--- src/rtl/inst_loader_pkg.sv ---
// Shared types and defaults for the boot-time instruction loader.
//   addr_t / inst_t : 32-bit byte address and instruction word types
//   loader_state_t  : loader FSM states
//   InstStartFrom   : default byte address of the first loaded instruction
//   InstSpace       : default instruction memory size in bytes
//   LoaderHdrBytes  : bytes in the word-count header (and in every data word)
package inst_loader_pkg;

    typedef logic [31:0] addr_t;
    typedef logic [31:0] inst_t;

    localparam addr_t       InstStartFrom  = 32'h0000_0000;
    localparam int unsigned InstSpace      = 1024;
    localparam int unsigned LoaderHdrBytes = 4;

    typedef enum logic [2:0] {
        IDLE  = 3'd0,
        HDR   = 3'd1,
        DATA  = 3'd2,
        WRITE = 3'd3,
        DONE  = 3'd4,
        ERR   = 3'd5
    } loader_state_t;

endpackage

--- src/rtl/inst_loader_word_assembler.sv ---
// Little-endian byte-to-word assembler, shared by the header and data phases.
//   clk, rst     : clock, synchronous active-high reset
//   clear_i      : restart assembly (counter and shift register to zero)
//   shift_en_i   : byte_i is consumed this cycle
//   byte_i       : incoming byte
//   byte_cnt_o   : bytes already held for the current word (0..3)
//   word_full_o  : this cycle's byte completes the word
//   word_o       : word including this cycle's byte, so it is complete
//                  in the same cycle word_full_o is high
module word_assembler
    import inst_loader_pkg::*;
(
    input  logic       clk,
    input  logic       rst,
    input  logic       clear_i,
    input  logic       shift_en_i,
    input  logic [7:0] byte_i,
    output logic [1:0] byte_cnt_o,
    output logic       word_full_o,
    output inst_t      word_o
);

    logic [1:0] cnt_q, cnt_d;
    inst_t      sr_q,  sr_d;
    inst_t      shifted;

    // New bytes enter at the top, so the first byte ends up in [7:0].
    assign shifted = {byte_i, sr_q[31:8]};

    always_comb begin
        cnt_d = cnt_q;
        sr_d  = sr_q;
        if (clear_i) begin
            cnt_d = 2'd0;
            sr_d  = '0;
        end else if (shift_en_i) begin
            cnt_d = cnt_q + 2'd1;   // wraps to 0 after the last byte
            sr_d  = shifted;
        end
    end

    always_ff @(posedge clk) begin
        if (rst) begin
            cnt_q <= 2'd0;
            sr_q  <= '0;
        end else begin
            cnt_q <= cnt_d;
            sr_q  <= sr_d;
        end
    end

    assign byte_cnt_o  = cnt_q;
    assign word_full_o = shift_en_i && (cnt_q == 2'(LoaderHdrBytes - 1));
    assign word_o      = shift_en_i ? shifted : sr_q;

endmodule

--- src/rtl/inst_loader.sv ---
// Boot-time program loader: parses a 4-byte little-endian word-count header
// from a valid/ready byte stream, then writes that many little-endian words
// into instruction memory, holding the core until the image is complete.
//   clk, rst             : clock, synchronous active-high reset
//   start                : begin a session (honoured in IDLE, DONE, ERR)
//   byte_valid/byte_data : byte stream in
//   byte_ready           : byte accepted when byte_valid && byte_ready
//   load/addr/load_inst  : one-cycle instruction memory write port
//   cpu_hold             : high while a session is in progress
//   done / error         : sticky completion / capacity-overflow status
module inst_loader
    import inst_loader_pkg::*;
#(
    parameter addr_t       START_ADDR = InstStartFrom,
    parameter int unsigned SPACE      = InstSpace
) (
    input  logic       clk,
    input  logic       rst,
    input  logic       start,
    input  logic       byte_valid,
    input  logic [7:0] byte_data,
    output logic       byte_ready,
    output logic       load,
    output addr_t      addr,
    output inst_t      load_inst,
    output logic       cpu_hold,
    output logic       done,
    output logic       error
);

    localparam logic [31:0] CapWords = 32'(SPACE / 4);

    loader_state_t state_q, state_d;
    logic [31:0]   idx_q,   idx_d;     // index of the next word to write
    logic [31:0]   n_q,     n_d;       // word count from the header
    addr_t         addr_q,  addr_d;
    inst_t         inst_q,  inst_d;

    logic       xfer;
    logic       asm_clear;
    logic       asm_full;
    logic [1:0] asm_cnt;
    inst_t      asm_word;
    logic       unused_asm_cnt;

    assign xfer = byte_valid && byte_ready;

    word_assembler u_asm (
        .clk         (clk),
        .rst         (rst),
        .clear_i     (asm_clear),
        .shift_en_i  (xfer),
        .byte_i      (byte_data),
        .byte_cnt_o  (asm_cnt),
        .word_full_o (asm_full),
        .word_o      (asm_word)
    );

    // The byte count is a debug view; completion comes from asm_full.
    assign unused_asm_cnt = ^asm_cnt;

    always_comb begin
        state_d   = state_q;
        idx_d     = idx_q;
        n_d       = n_q;
        addr_d    = addr_q;
        inst_d    = inst_q;
        asm_clear = 1'b0;
        case (state_q)
            IDLE, DONE, ERR: begin
                if (start) begin
                    state_d   = HDR;
                    idx_d     = '0;
                    asm_clear = 1'b1;
                end
            end
            HDR: begin
                if (asm_full) begin
                    n_d   = asm_word;
                    idx_d = '0;
                    if (asm_word == 32'd0)
                        state_d = DONE;
                    else if (asm_word > CapWords)
                        state_d = ERR;
                    else
                        state_d = DATA;
                end
            end
            DATA: begin
                // Write port registers are loaded here so they are valid for
                // the whole WRITE cycle and then hold.
                if (asm_full) begin
                    state_d = WRITE;
                    addr_d  = START_ADDR + (idx_q << 2);
                    inst_d  = asm_word;
                end
            end
            WRITE: begin
                idx_d   = idx_q + 32'd1;
                state_d = (idx_q + 32'd1 == n_q) ? DONE : DATA;
            end
            default: state_d = IDLE;
        endcase
    end

    always_ff @(posedge clk) begin
        if (rst) begin
            state_q <= IDLE;
            idx_q   <= '0;
            n_q     <= '0;
            addr_q  <= START_ADDR;
            inst_q  <= '0;
        end else begin
            state_q <= state_d;
            idx_q   <= idx_d;
            n_q     <= n_d;
            addr_q  <= addr_d;
            inst_q  <= inst_d;
        end
    end

    assign byte_ready = (state_q == HDR) || (state_q == DATA);
    assign load       = (state_q == WRITE);
    assign cpu_hold   = (state_q == HDR) || (state_q == DATA) || (state_q == WRITE);
    assign done       = (state_q == DONE);
    assign error      = (state_q == ERR);
    assign addr       = addr_q;
    assign load_inst  = inst_q;

endmodule

--- config.mk ---
export PLATFORM = sky130hd
export DESIGN_NAME = inst_loader
export DESIGN_NICKNAME = d
export VERILOG_FILES = /design/src/rtl/inst_loader_pkg.sv /design/src/rtl/inst_loader_word_assembler.sv /design/src/rtl/inst_loader.sv
export SDC_FILE = /design/constraint.sdc
export NUM_CORES = 1
export LEC_CHECK = 0
export ABC_AREA = 1
export CELL_PAD_IN_SITES_DETAIL_PLACEMENT = 0
export CELL_PAD_IN_SITES_GLOBAL_PLACEMENT = 1
export CORE_MARGIN = 2
export CORE_UTILIZATION = 35
export DETAILED_ROUTE_END_ITERATION = 10
export PLACE_DENSITY = 0.75
export SYNTH_ARGS = -nofsm -noshare
export SYNTH_HDL_FRONTEND = slang
export SYNTH_SLANG_ARGS = --single-unit
--- constraint.sdc ---
create_clock -name clk -period 2.1 [get_ports clk]
set_input_delay 0.42 -clock clk [delete_from_list [all_inputs] [get_ports clk]]
set_output_delay 0.42 -clock clk [all_outputs]
set_load 0.02 [all_outputs]
# Word level (Yosys, flattened, before mapping)
# Index checks and enable logic that the tools add are counted.
[word_totals]
reg_bits = 163
out_inout_bits = 69
elab_cells = 46
[classes]
add_sub_neg = 2
n_lt_le_gt_ge = 1
eq_ne = 10
muxes = 13
reduce_logical = 13
[op_table]
columns = ["cell", "count"]
rows = [
  ["32-bit 2-to-1 mux", 3],
  ["32-bit one-hot mux with 3 select lines", 1],
  ["32-bit by 1-bit adder with 32-bit output, second input constant", 1],
  ["32-bit equality test", 1],
  ["32-bit by 9-bit > comparator with 1-bit output, second input constant", 1],
  ["32-bit logical NOT", 1],
  ["3-bit 2-to-1 mux", 6],
  ["3-bit one-hot mux with 4 select lines", 1],
  ["3-bit by 2-bit equality test with 1-bit output, second input constant", 2],
  ["3-bit equality test, second input constant", 2],
  ["2-bit != test, second input constant", 3],
  ["3-bit AND reduction", 2],
  ["2-bit AND reduction", 2],
  ["3-bit by 1-bit equality test with 1-bit output, second input constant", 1],
  ["3-bit logical NOT", 1],
  ["3-bit nonzero test", 1],
  ["3-bit OR reduction", 1],
  ["2-bit by 1-bit adder with 2-bit output, second input constant", 1],
  ["2-bit equality test, second input constant", 1],
  ["1-bit logical AND", 2],
  ["1-bit logical OR", 2],
  ["1-bit 2-to-1 mux", 2],
  ["2-bit OR reduction", 1],
]

# Depth between registers and ports, before layout
[logic_depth]
depth_word = 9
ltp_mapped = 19

# Modules after synthesis
# A second synthesis with hierarchy kept.
[hier_totals]
cells_unflattened = 1209
hier_area_um2 = 7942.6
[modules_own_cells]
columns = ["mod", "n_inst", "cells_each", "area_per_inst_um2", "seq_area_each_um2"]
rows = [
  ["inst_loader", 1, 950, 6338.6, 2582.5],
  ["word_assembler", 1, 259, 1604.0, 680.7],
]

# Worst setup path after synthesis
# No wires, ideal clock.
[synth_timing]
kind = "register to register"
from = "register idx_q[0]"
to = "register state_q[1]"
setup_time_ns = 0.131
t_arrival_ns = 1.980
required_time_ns = 1.969
path_slack_ns = -0.010
path_stages_with_launch = 19
n_path_buf = 0
cell_sequence = "dfxtp_1 -> ha_1 -> nand3_1 -> nor2_2 -> nand2_1 -> inv_1 -> nand2_1 -> nand2_1 -> nand2_1 -> nand2_1 -> nand2_1 -> nor2_1 -> nand2_1 -> nor2_1 -> nand3_1 -> nand2_1 -> nand2_1 -> nand2_1 -> a21oi_2"
[synth_between]
elab_chain_len = 4
[synth_rtl]
columns = ["element", "line_no", "rtl"]
rows = [
  ["start: declaration", "inst_loader.sv:34", "logic [31:0] idx_q, idx_d;"],
  ["start signal: assignment", "inst_loader.sv:115", "idx_q <= idx_d;"],
  ["32-bit by 1-bit adder with 32-bit output", "inst_loader.sv:100", "state_d = (idx_q + 32'd1 == n_q) ? DONE : DATA;"],
  ["32-bit equality test", "inst_loader.sv:100", ""],
  ["3-bit 2-to-1 mux", "inst_loader.sv:100", ""],
  ["3-bit one-hot mux with 4 select lines", "inst_loader.sv:69", "case (state_q)"],
  ["end signal: assignment", "inst_loader.sv:114", "state_q <= state_d;"],
  ["end: declaration", "inst_loader.sv:33", "loader_state_t state_q, state_d;"],
]
# No other way between the ends.
# A chain may end at the register's enable or synchronous reset.

# Final worst setup path
[layout_timing]
from = "register idx_q[1]"
to = "register state_q[2]"
# Same word-level chain as after synthesis.

==> impl_metrics.env <==
export IMPL_status="finished, violations left"
export IMPL_violations="setup timing"
export IMPL_antenna_cells=0
export IMPL_fin_crit_sh_pct=101
export IMPL_startpoint="idx_q[1]"
export IMPL_overflow=0
export IMPL_fill_cells=2180
export IMPL_coreArea_um2=22000
export IMPL_fmax_ghz=0.470
export IMPL_io_pins=81
export IMPL_p_int_mw=5.55
export IMPL_maxCapViolCount=0
export IMPL_crit_slowest_cell="dfxtp_4"
export IMPL_die_w_um=154
export IMPL_cts_tree="built"
export IMPL_cts_root_buf="clkbuf_16"
export IMPL_worst_path_buf_inv=2
export IMPL_p_leak_nw=4.76
export IMPL_regToRegSetupSlack_ns=-0.03
export IMPL_drv_slew=0
export IMPL_clock_latency_ns=0.44
export IMPL_async_flop_share_pct=0
export IMPL_io_buffers=78
export IMPL_crit_family="simple AND/OR/NAND/NOR gates"
export IMPL_hold_viol=0
export IMPL_ys_seq_area_share_pct=41.3
export IMPL_drc=0
export IMPL_cts_buffers=17
export IMPL_total_power_mw=7.72
export IMPL_setup_violations=2
export IMPL_peakVddDrop_uv=421
export IMPL_first_global_vias=7706
export IMPL_clkTransAtPathRegs_ns=0.07
export IMPL_start_util_pct=36.0
export IMPL_ys_seq_elements=163
export IMPL_r2r_end="state_q[2]"
export IMPL_slowest_delay_ns=0.38
export IMPL_firstDrtPassIters=5
export IMPL_rsz0062_at_grt="yes"
export IMPL_ys_flop_type="dfxtp_1"
export IMPL_grt_pass1_wl_um=39900
export IMPL_clock_skew_final_ns=0.00827
export IMPL_cts_sinks=163
export IMPL_max_slew_worst_pin_slew_ns=0.653
export IMPL_crit_fanout=5
export IMPL_die_area_um2=23800
export IMPL_post_dp_hpwl_um=18400
export IMPL_via_per_inst=4.78
export IMPL_cp_arrival_ns=2.49
export IMPL_antenna_found_initial=0
export IMPL_critPathKind="flip-flop to flip-flop"
export IMPL_htreeDepth=4
export IMPL_syn_area_per_cell_um2=6.53
export IMPL_finish_utilization_pct=52.0
export IMPL_place_congestion=0.877
export IMPL_r2r_cells=13
export IMPL_hold_class="primary input to flip-flop"
export IMPL_synth_area_um2=7900
export IMPL_seq_power_share_pct=41.2
export IMPL_cp_data_required_time_ns=2.46
export IMPL_drive_above_1_share_pct=25.6
export IMPL_area_delta_synth_final_pct=44.5
export IMPL_synth_cell_types=33
export IMPL_whs_ns=0.174
export IMPL_die_y_um=154
export IMPL_pwr_share_clk_pct=41.9
export IMPL_clk_path_buf_depth=2
export IMPL_max_slew_margin_pct=56.5
export IMPL_yosysWarnings=0
export IMPL_power_density_nw_per_um2=676
export IMPL_grt_max_degree=60
export IMPL_timing_rr_start="idx_q[1]"
export IMPL_switching_share_pct=28.1
export IMPL_vias=8309
export IMPL_comb_power_share_pct=16.9
export IMPL_cp_depth=13
export IMPL_cp_endpoint="state_q[2]"
export IMPL_wl_per_cell_um=14.4
export IMPL_grt_usage_pct=21.2
export IMPL_first_iter_violations=548
export IMPL_synth_edf_count=0
export IMPL_endpoint_kind="flip-flop"
export IMPL_synthCells=1210
export IMPL_placementRows=54
export IMPL_finalWirelength_um=25000
export IMPL_min_period_ns=2.13
export IMPL_drtAntennaViolNets=0
export IMPL_p_sw_mw=2.17
export IMPL_fin_ws_ns=-0.0296
export IMPL_path_cells="ha_4, nand3_4, nor2_4, buf_6, buf_4, xnor2_4, xor2_1, nand4_1, nor2_2, nand4_1, nand2_1, nand2_1, a21oi_1"
export IMPL_nNetsFinal=1461
export IMPL_start_kind="flip-flop"
## cell families (layout without fill, tap and decap cells)
family	after synthesis	after routing	share of synthesized area, %
and+or+nand+nor	662	662	34.9
other	1	2	0.0475
buffers and inverters	177	425	9.30
AOI/OAI and AO/OA	193	193	12.6
DFF	163	163	41.3
adders and majority gates	2	2	0.317
xor gates and xnor gates	12	12	1.50
## cell type report
class | count | area (um^2) | share of cell area (%)
clock buffers | 21 | 480 | 4.21
clock inverters | 10 | 123 | 1.07
inverters | 113 | 427 | 3.74
multi-input cells | 871 | 4330 | 37.9
flip-flops and latches | 163 | 3300 | 28.9
well taps | 280 | 350 | 3.07
repair buffers | 281 | 2410 | 21.1
## registers in the layout, indices dropped and copies added, names as in the netlist
signal            flops
addr                 30
u_asm.byte_cnt_o      2
u_asm.sr_q           32
n_q                  32
load_inst            32
state_q               3
idx_q                32
## stage by stage
stage               setup WS, ns  cell area, um^2  TNS (ns)  instances
CTS                     -0.00139            11100  -0.00139       1737
detailed placement        -0.324            10300    -18.17       1703
finish                   -0.0296            11400   -0.0533       1739
global placement          -0.292            10300    -15.47       1703
global route              -0.163            11400    -0.515       1739
floorplan                 0.0341             7920         0       1211
## what timing repair did
item,4_1_cts,5_1_grt
hold buffers,0,0
setup buffers,3,2
gates resized for setup,74,83
setup endpoints to repair,36,37
cloned,0,0
pin swaps,14,36
## power by group through the flow
| stage | clock [mW] | combinational [mW] | sequential, mW |
|---|---|---|---|
| detailed placement | 0 | 1.24 | 3.25 |
| finish | 3.23 | 1.30 | 3.18 |
| CTS | 3.31 | 1.25 | 3.18 |
| global placement | 0 | 1.24 | 3.25 |
| global route | 3.45 | 1.43 | 3.18 |
| floorplan | 0 | 0.694 | 3.23 |
## cells in the final DEF, fill, tap and decap left out, types with 19 or more instances in the layout
cell / n
a21oi_1: 136
dfxtp_2: 19
nor2_2: 28
buf_4: 192
nand2_2: 27
inv_1: 104
nand2_1: 347
nor2_1: 67
o21ai_1: 31
dfxtp_1: 140
clkdlybuf4s50_1: 72
nand3_1: 139
## worst min-delay path by stage
stage                   from  endpoint  slack, ns  depth (start not counted)
floorplan            n_q[12]   n_q[12]       0.44                          2
global placement    addr[22]  addr[22]       0.45                          2
detailed placement  addr[25]  addr[25]       0.45                          2
CTS                      rst   addr[2]       0.16                          2
global route             rst  addr[31]       0.18                          2
finish                   rst   addr[2]       0.17                          2
## synth_stat cells, drive strengths merged (2+ instances only)
cell	count	area (um^2)
nor3	2	10.0
o21ai	51	263
nor2	112	430
a21oi	137	689
nand3	149	763
inv	112	420
nand3b	6	45.0
nand2	382	1440
nand4	5	31.3
o21bai	3	22.5
xnor2	5	43.8
clkbuf	32	120
ha	2	25.0
dfxtp	163	3260
xor2	6	52.6
buf	32	190
or2	5	31.3
## metal layers
| metal | vias up | global-route usage (%) | wire (um) |
|---|---|---|---|
| li1 | 4341 | - | - |
| met1 | 3767 | 29.3 | 12100 |
| met2 | 173 | 34.1 | 11500 |
| met3 | 28 | 3.11 | 888 |
| met4 | 0 | 6.83 | 492 |
| met5 | - | 0 | 0 |
(Power assumes the default switching activity.)
